[src/rtl/prbs15_byte_gen.sv]
// Byte-wide PRBS15 (x^15 + x^14 + 1) pattern generator for the loopback link.
// Emits 8 sequence bits per clock with burst/continuous runs and bit-0 error injection.
module prbs15_byte_gen #(
  parameter logic [14:0] DEFAULT_SEED = 15'h7FFF,
  parameter int          CNT_W        = 32
) (
  input  logic             clk,
  input  logic             reset,
  input  logic             seed_load,
  input  logic [14:0]      seed_in,
  input  logic             start,
  input  logic             stop,
  input  logic [CNT_W-1:0] burst_len,
  input  logic             inject_err,
  output logic [7:0]       data_out,
  output logic             data_valid,
  output logic             busy,
  output logic [CNT_W-1:0] bytes_sent,
  output logic [15:0]      err_count
);

  typedef enum logic {
    IDLE = 1'b0,
    RUN  = 1'b1
  } state_t;

  localparam logic [CNT_W-1:0] CNT_ZERO = '0;
  localparam logic [CNT_W-1:0] CNT_ONE  = {{(CNT_W-1){1'b0}}, 1'b1};
  localparam logic [15:0]      ERR_MAX  = 16'hFFFF;

  state_t           state;
  state_t           state_next;

  // history[14] is the oldest bit x[n-15], history[0] the newest x[n-1]
  logic [14:0]      history;
  logic [14:0]      next_history;
  logic [7:0]       next_byte;

  logic [CNT_W-1:0] remaining;
  logic             pending_err;
  logic             last_byte;
  logic             emit;

  // Eight sequence steps unrolled in one cycle.
  // NOTE: blocking assignments inside always_comb let each loop iteration see the
  // history produced by the previous one; every variable gets a default first so
  // no latch is inferred.
  always_comb begin
    next_history = history;
    next_byte    = '0;
    for (int k = 0; k < 8; k++) begin
      next_byte[7-k] = next_history[14] ^ next_history[13];
      next_history   = {next_history[13:0], next_byte[7-k]};
    end
  end

  // A burst ends when the byte being registered is the last one counted down.
  // Continuous runs keep remaining at zero, so they never match here.
  assign last_byte = (remaining == CNT_ONE);

  // NOTE: sequential state uses non-blocking assignments so every register
  // samples pre-edge values regardless of process ordering.
  always_ff @(posedge clk) begin
    if (reset) begin
      state <= IDLE;
    end else begin
      state <= state_next;
    end
  end

  always_comb begin
    state_next = state;
    unique case (state)
      IDLE: begin
        if (start) begin
          state_next = RUN;
        end
      end
      RUN: begin
        if (stop || last_byte) begin
          state_next = IDLE;
        end
      end
      default: state_next = IDLE;
    endcase
  end

  always_comb begin
    busy = 1'b0;
    emit = 1'b0;
    unique case (state)
      IDLE: begin
        busy = 1'b0;
        emit = 1'b0;
      end
      RUN: begin
        busy = 1'b1;
        emit = 1'b1;
      end
      default: begin
        busy = 1'b0;
        emit = 1'b0;
      end
    endcase
  end

  // Datapath: history, output byte, burst counter, error injection and counters.
  always_ff @(posedge clk) begin
    if (reset) begin
      history     <= DEFAULT_SEED;
      data_out    <= '0;
      data_valid  <= 1'b0;
      remaining   <= CNT_ZERO;
      pending_err <= 1'b0;
      bytes_sent  <= CNT_ZERO;
      err_count   <= '0;
    end else begin
      data_valid <= emit;
      // A pulse arriving while the pending flag is being consumed re-arms it.
      pending_err <= inject_err | (pending_err & ~emit);

      if (emit) begin
        // Only the output copy is corrupted; history keeps the true sequence.
        data_out   <= next_byte ^ {7'b0, pending_err};
        history    <= next_history;
        bytes_sent <= bytes_sent + CNT_ONE;
        if (remaining != CNT_ZERO) begin
          remaining <= remaining - CNT_ONE;
        end
        if (pending_err && (err_count != ERR_MAX)) begin
          err_count <= err_count + 16'd1;
        end
      end else begin
        data_out <= '0;
        // An all-zero history would lock the sequence at zero forever.
        if (seed_load) begin
          history <= (seed_in == 15'd0) ? DEFAULT_SEED : seed_in;
        end
        if (start) begin
          remaining <= burst_len;
        end
      end
    end
  end

endmodule

[config.mk]
export PLATFORM = sky130hd
export DESIGN_NAME = prbs15_byte_gen
export DESIGN_NICKNAME = d
export VERILOG_FILES = /design/src/rtl/prbs15_byte_gen.sv
export SDC_FILE = /design/constraint.sdc
export NUM_CORES = 1
export LEC_CHECK = 0
export ABC_AREA = 1
export CORE_UTILIZATION = 48
export CTS_BUF_LIST = sky130_fd_sc_hd__clkbuf_16
export CTS_CLUSTER_DIAMETER = 200
export DETAILED_ROUTE_END_ITERATION = 8
export PLACE_DENSITY = 0.76
export SLEW_MARGIN = 30
export SYNTH_ARGS = -nofsm -noshare
export SYNTH_HDL_FRONTEND = slang
export SYNTH_SLANG_ARGS = --single-unit
[constraint.sdc]
create_clock -name clk -period 1.7 [get_ports clk]
set_input_delay 0.17 -clock clk [delete_from_list [all_inputs] [get_ports clk]]
set_output_delay 0.17 -clock clk [all_outputs]
set_load 0.05 [all_outputs]
==> run metrics <==
nets=about 1,200; grt ovf=0; min setup slack post-route=about 0.041 ns; die width=115 um; global-route wire length before repair=about 27,000 um; Highest Clock Rate=603 MHz; H-tree depth=3; Die H=115 um; Worst Skew=roughly 0.007 ns; I/O pins=111; Port Buffers=110; Worst VDD drop=0.457 mV; Least-Margin Pin Slew=0.511 ns; commonest cells after routing, fill and taps aside=nand2_1 (233), nor2_1 (167), inv_1 (91); Slowest cell on crit path=clkdlybuf4s50_1; core area=~12,000 um^2; CP required=1.53 ns; register area share after synthesis=0.349; final hold violation count=0; Critical Path Start Type=flop; crit share post-route=0.976; vias=6,446; Post-Synthesis Cells=963; row cnt=40; pre-CTS setup slack=approximately 0.0011 ns; R2R Path Start=remaining[0]; DR pass1 iterations=5; worst hold endpoint=pending_err; GRT Total Usage=0.258; asr flop ratio synth=0; YS warnings=0; TritonCTS Buffers=9; Pins Over Slew Limit=0; Pleak=between 0.003 and 0.004 uW; max cap viols=0; syn avg cell area=6.31 um^2; Mapped Area=approximately 6100 um^2; cell chain of the critical path=clkdlybuf4s50_1; R2R Setup Slk=roughly 0.070 ns; Fill cells=1,129; Antenna Cells=0; PD cells=764 nW/um^2; clk root buf=clkbuf_16; largest net degree at the start of global routing=67; Synth Flop Type=dfxtp_1; count of cell types in the netlist=38; DP HPWL=11,800 um; clk_lat worst skew=0.35 ns; via/cell ratio=5.04; Slew HR=0.658; Critical Path AT=1.49 ns; area grow syn2layout=34.0%; layout cells sized above 1=0.165; Worst Path Max Fanout=3; Post-synth EDFFs=0; Post-Route WL=16,400 um; 1st-iter DRT viols=approximately 470; Avg WL per Cell=12.8 um; DRC viols=0; Sequential Area=2160 um^2; Syn Nets=1,020; Starting Density=0.500; worst hold start=inject_err; reg2reg path depth=10; CTS tree=done; delay-heaviest family, CP=buffers and inverters; number of clock sinks=106; die area=13,100 um^2; most common cell after layout, fill and taps aside=nand2_1; synthesized flop and latch total=~110; Routed Antenna Nets=0; status=complete, no violations; final count of negative-setup-slack endpoints=0; crit end category=output port; fin crit period=about 1.7 ns; RSZ-0062 raised after global routing=yes; Bufs on Longest Clock Path=2; Crit Path Class=flop to output port; initial antenna violation count=0; GPL Wtd Cong=approximately 0.94; Clock transition at path regs=around 0.070 ns; Power Total=6220 uW; WHS=roughly 0.43 ns; Hold Buf Count CTS=0; vias in the first global route=just under 6,000; sum of buffers and inverters on the critical path=1; worst hold path type=input port to flop; CP max stage delay=0.80 ns; capturing point of the worst reg2reg path=remaining[20]; area of the multi-input gates=~3600 um^2; Hold Path Cell Cnt=3
## synthesized netlist by cell type (3+ instances only)
cell	count	area [um^2]
a21o_1	9	67.6
a21oi_1	41	205
a31oi_1	6	37.5
buf_1	3	11.3
buf_2	4	20.0
buf_6	5	56.3
clkbuf_1	20	75.1
dfxtp_1	106	2120
ha_1	4	50.1
inv_1	97	364
nand2_1	238	893
nand2_2	4	25.0
nand2_4	3	33.8
nand3_1	63	315
nand4_1	10	62.6
nor2_1	180	676
nor2_2	8	50.1
nor2_4	4	45.0
nor3_1	26	130
nor3b_1	4	30.0
nor4_1	5	31.3
o21ai_0	40	200
o21ai_1	34	170
o21bai_1	5	37.5
o22ai_1	7	43.8
xnor2_1	6	52.6
xor2_1	15	131
## report_power, final
part / internal [uW] / switching (uW) / leakage (uW) / total [uW]
registers: 2610 / 130 / 0.000879 / 2740
clock network: 1000 / 1010 / 0.000128 / 2010
logic: 632 / 837 / 0.00273 / 1470
total: 4240 / 1970 / 0.00374 / 6220
## per-stage QoR
stage | cell area [um^2] | utilization | instances | setup TNS, ns
CTS | 7880 | 0.648 | 1273 | 0
finish | 8140 | 0.669 | 1279 | 0
global route | 8140 | 0.669 | 1279 | -0.0594
global placement | 7620 | 0.626 | 1257 | 0
floorplan | 6110 | - | 963 | -0.0185
detailed placement | 7620 | 0.626 | 1257 | 0
## routing by layer
| metal | track usage | vias up | share of wire |
|---|---|---|---|
| li1 | - | 3373 | - |
| met1 | 0.328 | 2904 | 0.46 |
| met2 | 0.443 | 144 | 0.49 |
| met3 | 0.0318 | 25 | 0.038 |
| met4 | 0.106 | 0 | 0.020 |
| met5 | 0 | - | 0 |
## registers in the layout, summed over array words and instances, names as in the netlist
register,flops
bytes_sent,32
data_out,8
data_valid,1
err_count,16
history,15
pending_err,1
remaining,32
state,1
## area by class of cell
cell class / instances / area share
clock buffers: 9 / 0.0277
clock inverters: 7 / 0.00661
inverters: 100 / 0.0464
multi-input cells: 725 / 0.440
flip-flops and latches: 106 / 0.265
well taps: 168 / 0.0258
repair buffers: 164 / 0.188
## how the worst max path moves through the flow
| stage | start | endpoint | slack [ns] | cells past startpoint |
|---|---|---|---|---|
| after floorplan | bytes_sent[13] | bytes_sent[26] | -0.02 | 7 |
| after global placement | remaining[0] | remaining[6] | 0.06 | 11 |
| after detailed placement | remaining[0] | remaining[5] | 0.001 | 10 |
| after CTS | bytes_sent[9] | bytes_sent[9] | 0.00002 | 1 |
| after global routing | remaining[5] | remaining[15] | -0.02 | 11 |
| final | bytes_sent[20] | bytes_sent[20] | 0.04 | 1 |
## kinds of logic (layout without fill, tap and decap cells)
family,count (synthesis),count (layout),synth area share
and+or+nand+nor,552,552,0.389
AOI/OAI and AO/OA,148,148,0.135
buffers and inverters,132,280,0.0885
DFF,106,106,0.349
xor gates and xnor gates,21,21,0.0303
adders and majority gates,4,4,0.00824
## repair_timing
action / 4_1_cts / 5_1_grt
endpoints found under the setup margin: 13 / 70
pin swaps: 0 / 12
gates resized for setup: 12 / 59
buffers inserted: 0 / 5
cloned: 0 / 1
Power figures use the tool's default switching activity.
